[src/rtl/isp_pixel_capture.sv]
// Camera bus front end: byte-pair packing, SOF/EOL tagging,
// pixel FIFO with valid/ready output, frame counters and error flags.
module isp_pixel_capture #(
  parameter int BITS       = 16,
  parameter int FIFO_DEPTH = 8,
  parameter int CNT_W      = 12
) (
  input  logic             clk,
  input  logic             reset_n,
  input  logic             enable,
  input  logic             cam_vsync,
  input  logic             cam_href,
  input  logic [7:0]       cam_data,
  output logic             out_valid,
  input  logic             out_ready,
  output logic [BITS-1:0]  out_data,
  output logic             out_sof,
  output logic             out_eol,
  output logic [CNT_W-1:0] pix_count,
  output logic [CNT_W-1:0] line_count,
  output logic             frame_done,
  output logic             overflow,
  output logic             odd_err
);

  localparam int AW = $clog2(FIFO_DEPTH);
  localparam int EW = BITS + 2;

  typedef enum logic [1:0] {
    IDLE,
    WAIT_VS,
    FRAME
  } state_t;

  state_t          state;
  logic            vs_r, vs_d, hr_r, hr_d;
  logic [7:0]      d_r;
  logic            vs_rise, hr_rise, hr_fall;
  logic            run, clr_sticky;
  logic            phase, hold_v, sof_pend;
  logic [7:0]      hi;
  logic [BITS-1:0] hold;
  logic            push;
  logic [EW-1:0]   push_ent;

  always_ff @(posedge clk or negedge reset_n) begin
    if (!reset_n) begin
      vs_r <= 1'b0;
      vs_d <= 1'b0;
      hr_r <= 1'b0;
      hr_d <= 1'b0;
      d_r  <= '0;
    end else begin
      vs_r <= cam_vsync;
      vs_d <= vs_r;
      hr_r <= cam_href;
      hr_d <= hr_r;
      d_r  <= cam_data;
    end
  end

  assign vs_rise    = vs_r & ~vs_d;
  assign hr_rise    = hr_r & ~hr_d;
  assign hr_fall    = ~hr_r & hr_d;
  assign run        = enable && (state == FRAME);
  assign clr_sticky = enable && (state == IDLE);

  // The held pixel leaves either when its successor completes or at line end
  always_comb begin
    push     = 1'b0;
    push_ent = '0;
    if (run && hold_v) begin
      if (hr_r && phase) begin
        push     = 1'b1;
        push_ent = {sof_pend, 1'b0, hold};
      end else if (hr_fall) begin
        push     = 1'b1;
        push_ent = {sof_pend, 1'b1, hold};
      end
    end
  end

  always_ff @(posedge clk or negedge reset_n) begin
    if (!reset_n) begin
      state      <= IDLE;
      phase      <= 1'b0;
      hi         <= '0;
      hold       <= '0;
      hold_v     <= 1'b0;
      sof_pend   <= 1'b0;
      pix_count  <= '0;
      line_count <= '0;
      frame_done <= 1'b0;
      odd_err    <= 1'b0;
    end else begin
      frame_done <= 1'b0;
      if (!enable) begin
        state    <= IDLE;
        phase    <= 1'b0;
        hold_v   <= 1'b0;
        sof_pend <= 1'b0;
      end else begin
        unique case (state)
          IDLE: begin
            state   <= WAIT_VS;
            odd_err <= 1'b0;
          end
          WAIT_VS: begin
            if (vs_rise) begin
              state      <= FRAME;
              line_count <= '0;
              sof_pend   <= 1'b1;
              phase      <= 1'b0;
              hold_v     <= 1'b0;
            end
          end
          FRAME: begin
            if (push)
              sof_pend <= 1'b0;
            if (hr_rise)
              pix_count <= '0;
            if (hr_r) begin
              phase <= ~phase;
              if (!phase) begin
                hi <= d_r;
              end else begin
                hold   <= {hi, d_r};
                hold_v <= 1'b1;
                if (!hr_rise && pix_count != '1)
                  pix_count <= pix_count + CNT_W'(1);
              end
            end
            if (hr_fall) begin
              phase <= 1'b0;
              if (phase)
                odd_err <= 1'b1;
              if (hold_v) begin
                hold_v <= 1'b0;
                if (line_count != '1)
                  line_count <= line_count + CNT_W'(1);
              end
            end
            // Frame boundary wins over a same-cycle line end
            if (vs_rise) begin
              frame_done <= 1'b1;
              sof_pend   <= 1'b1;
              line_count <= '0;
            end
          end
          default: state <= IDLE;
        endcase
      end
    end
  end

  logic [EW-1:0] mem [FIFO_DEPTH];
  logic [AW:0]   wptr, rptr;
  logic          empty, full, pop, wr;
  logic [EW-1:0] head;

  assign empty = (wptr == rptr);
  assign full  = (wptr[AW] != rptr[AW]) &&
                 (wptr[AW-1:0] == rptr[AW-1:0]);
  assign pop   = out_valid & out_ready;
  assign wr    = push && (!full || pop);

  always_ff @(posedge clk or negedge reset_n) begin
    if (!reset_n) begin
      for (int i = 0; i < FIFO_DEPTH; i++)
        mem[i] <= '0;
      wptr     <= '0;
      rptr     <= '0;
      overflow <= 1'b0;
    end else begin
      if (wr) begin
        mem[wptr[AW-1:0]] <= push_ent;
        wptr <= wptr + (AW+1)'(1);
      end
      if (pop)
        rptr <= rptr + (AW+1)'(1);
      if (clr_sticky)
        overflow <= 1'b0;
      else if (push && full && !pop)
        overflow <= 1'b1;
    end
  end

  assign head      = mem[rptr[AW-1:0]];
  assign out_valid = !empty;
  assign out_data  = head[BITS-1:0];
  assign out_eol   = head[BITS];
  assign out_sof   = head[BITS+1];

endmodule

[config.mk]
export PLATFORM = sky130hd
export DESIGN_NAME = isp_pixel_capture
export DESIGN_NICKNAME = d
export VERILOG_FILES = /design/src/rtl/isp_pixel_capture.sv
export SDC_FILE = /design/constraint.sdc
export NUM_CORES = 1
export LEC_CHECK = 0
export ABC_CLOCK_PERIOD_IN_PS = 7360
export CAP_MARGIN = 10
export CORE_MARGIN = 5
export CORE_UTILIZATION = 35
export DETAILED_ROUTE_END_ITERATION = 12
export GPL_ROUTABILITY_DRIVEN = 0
export PLACE_DENSITY = 0.49
export SLEW_MARGIN = 10
export SYNTH_ARGS = -nofsm -noshare
export SYNTH_HDL_FRONTEND = slang
export SYNTH_SLANG_ARGS = --single-unit
[constraint.sdc]
create_clock -name clk -period 7.36 [get_ports clk]
set_input_delay 1.104 -clock clk [delete_from_list [all_inputs] [get_ports clk]]
set_output_delay 1.104 -clock clk [all_outputs]
set_load 0.005 [all_outputs]
==> results.toml <==
[run_status]
result_of_the_run = "completed"

[clock_network]
root_buffer = "clkbuf_16"
cts_setup_buffers = 0
clock_path_buffers = 3
clkSinkCount = 220
clock_tree_from_tritoncts = "yes"
cts_resized = 0
clock_insertion_delay_worst_skew_ns = 0.53
postCtsHoldBufs = 0
cts_clock_pin_slew_for_the_worst_setup_and_hold_paths_ns = 0.06
cts-buffers-inserted = 26
cts.htree.levels = 1

[grt]
antenna_found_initial = 0
grt_pass1_wl_mm = 40.1
via_count_of_the_first_global_routing_pass = 6858
maximum_number_of_pins_on_one_net_before_global_route_repair = 111
grt.total_usage = 0.149
grt_overflow = 0

[sta]
setup_total_negative_slack_ns = 0
max_freq_ghz = 0.242
final_period_minus_worst_setup_slack_ns = 4.14
final.setup_skew_ns = 0.0191
tightestPinTransition_ns = 1.03
final.setup.worst_slack_ns = 3.22
unrepaired_setup_endpoints_after_global_routing = "no"
final.period_utilization = 0.562
setup-violations-final = 0
final-hold-violation-count = 0
final_max_slew_viol_count = 0
worst_slew_margin_rel = 0.312

[floorplan]
rows = 63
placeableCoreArea_mm2 = 0.0296
pin_count = 60
floorplan.initialDensity = 0.354
die_w_um = 183
die_y_um = 183
die-area_mm2 = 0.0336

[setup_path]
end_kind = "primary output"
critical_path.cell_chain = "buf_4, mux4_2, mux2_2, clkdlybuf4s50_1"
worst_ep_required_time_ns = 6.26
critical-path-slowest-cell = "buf_4"
critical_path.reg2reg.startpoint = "state[0]$_DFFE_PN0P_"
worstPathArrival_ns = 3.04
critical_path.startpoint_type = "flop"
worstSetupStartpoint = "rptr[0]$_DFFE_PN0P_"
cpPeakStageDelay_ns = 0.64
critical_path.top_delay_family = "buffers and inverters"
timing.critical_path.fanout_max = 33
crit_type = "flop to primary output"
buf_inv_stages_crit_path = 2

[detailed_routing]
drcViolationCount = 0
wl_met1_mm = 11.4
route.met3.wl_um = 757
num_vias = 6215
drt-initial-drc-count = 325
dr.max_layer_used = "met4"
total_detailed_routing_wirelength_mm = 24.5
drt_first_pass_iters = 4
ant_nets = 0
route.met2.wl_mm = 11.8
drt-vias-per-instance = 5.27
routedWlPerCell_um = 20.8

[finish]
final.fill_count = 2700
antenna_cells = 0
layout.cell_area.non_filler_mm2 = 0.0124
flow.area_growth_from_synthesis_pct = 18.3
fraction_of_final_layout_cells_with_drive_strength_greater_than_1 = 0.380
final_nets = 788

[place]
io_buffer_count = 59
dpl-instance-area_mm2 = 0.0114
dpl.hpwl_mm = 15.7
pre_cts_ws_ns = 3.16

[logic_synthesis]
post_synth_instance_area_mm2 = 0.0105
mappedNetlistNets = 744
postSynthCellCount = 726
postSynthAreaPerCell_um2 = 14.5
synthDominantCellAreaShare = 0.524
ys_types = 62
synthTopCellsByArea = "dfrtp_1, mux2_2, mux4_2"
yosys_register_bits = 220
asyncSetResetFlopFracSynth = 1.00
synth.yosys.warnings = 0
synth_enable_flop_cells = 0
sequential_to_total_area_share_from_yosys_stat = 0.524
ys_dominant_reg_cell = "dfrtp_1"
yosys.area.top_type = "dfrtp_1"

[power]
power.switching_fraction = 0.249
power.density_cell_area_mw_per_mm2 = 252
leakagePower_nw = 5.54
p_int_mw = 2.35
irDropWorstVdd_v = 0.000154
p_clk_frac = 0.469
share_seq_of_total_power = 0.408
share_comb_of_total_power = 0.123
p_switching_mw = 0.779

[hold_path]
min-delay-start = "vs_r$_DFF_PN0_"
path_class_of_the_lowest_slack_min_delay_path = "flop to flop"

[flow_run]
max_cap_violations = 0
## cells in the final DEF, fill, tap and decap left out, types with 7 or more instances in the layout
| cell | instances |
|---|---|
| nand4_1 | 10 |
| o21ai_0 | 8 |
| mux4_2 | 36 |
| nor3_1 | 9 |
| bufinv_16 | 7 |
| xor2_1 | 8 |
| a21oi_1 | 14 |
| and2_1 | 19 |
| buf_4 | 14 |
| nand3_1 | 17 |
| nor2_1 | 12 |
| o31ai_1 | 8 |
| mux2_2 | 138 |
| nand2_1 | 20 |
| clkbuf_16 | 27 |
| clkdlybuf4s50_1 | 58 |
| dfrtp_1 | 219 |
| mux2_4 | 51 |
## final cells by class
class	instances	area (µm²)	share of cell area
tap	390	488	0.0393
inverter	6	22.5	0.00181
multi-input combinational	443	4700	0.378
sequential	220	5510	0.443
timing repair buffer	73	699	0.0563
clock inverter	14	251	0.0202
clock buffer	34	752	0.0605
## metal layers
metal / vias up / global-route usage
met5: - / 0
met4: 0 / 0.0337
met3: 34 / 0.0218
met2: 108 / 0.245
met1: 3286 / 0.210
li1: 2787 / -
## kinds of logic after synthesis
family | after synthesis | synth area share
XOR/XNOR | 11 | 0.00917
multiplexers | 227 | 0.300
adder cells (fa/ha/maj) | 4 | 0.00477
AO/OA/AOI/OAI | 72 | 0.0623
flip-flops | 220 | 0.524
buffers and inverters | 63 | 0.0291
AND/OR/NAND/NOR | 129 | 0.0705
## sequential cells by signal (all words and copies together), names as in the netlist, 2 cells and up
register,cells
d_r,8
hi,8
hold,16
line_count,12
mem,144
pix_count,12
rptr,4
state,2
wptr,4
## through the flow
stage | util | hold WS, ns | cells | power, mW
2_1_floorplan | - | 0.374 | 726 | 1.56
3_3_place_gp | 0.385 | 0.429 | 1132 | 1.69
3_5_place_dp | 0.385 | 0.416 | 1132 | 1.70
4_1_cts | 0.419 | 0.440 | 1180 | 3.19
5_1_grt | 0.419 | 0.463 | 1180 | 3.26
6_report | 0.419 | 0.447 | 1180 | 3.13
## power by group through the flow
stage                     sequential, mW  combinational, mW  clock [mW]
after floorplan                     1.28              0.280           0
after global placement              1.30              0.390           0
after detailed placement            1.30              0.398           0
after CTS                           1.28              0.399        1.51
after global routing                1.29              0.422        1.56
final                               1.28              0.385        1.47
## synth_stat cells (5+ instances only)
library cell,count
a2111oi_4,6
a21oi_1,14
a22o_1,5
and2_1,19
and3_1,6
buf_1,22
buf_2,10
buf_6,7
clkbuf_1,17
dfrtp_1,220
inv_1,6
mux2_2,138
mux2_4,51
mux4_2,36
nand2_1,20
nand2b_1,5
nand3_1,17
nand4_1,10
nor2_1,13
nor3_1,10
o211ai_1,5
o21ai_0,8
o31ai_1,8
or4_1,6
xor2_1,8
## worst register-to-register path, cell delays in order, from the launching register on
cell       delay (ns)
dfrtp_1          0.49
nand2b_1         0.40
or3b_4           0.62
a2111oi_4        0.75
buf_4            0.42
mux2_2           0.39
## worst paths after layout
kind | to | slack, ns | depth (start not counted)
max reg2reg | mem[82]$_DFFE_PN0P_ | 4.15 | 5
max | out_data[9] | 3.22 | 4
min | vs_d$_DFF_PN0_ | 0.45 | 0
max in group asynchronous | mem[71]$_DFFE_PN0P_ | 5.16 | 2
min in group asynchronous | mem[68]$_DFFE_PN0P_ | 0.72 | 1
min reg2reg | vs_d$_DFF_PN0_ | 0.45 | 0
Note: power is estimated with default switching activity, not from simulation.
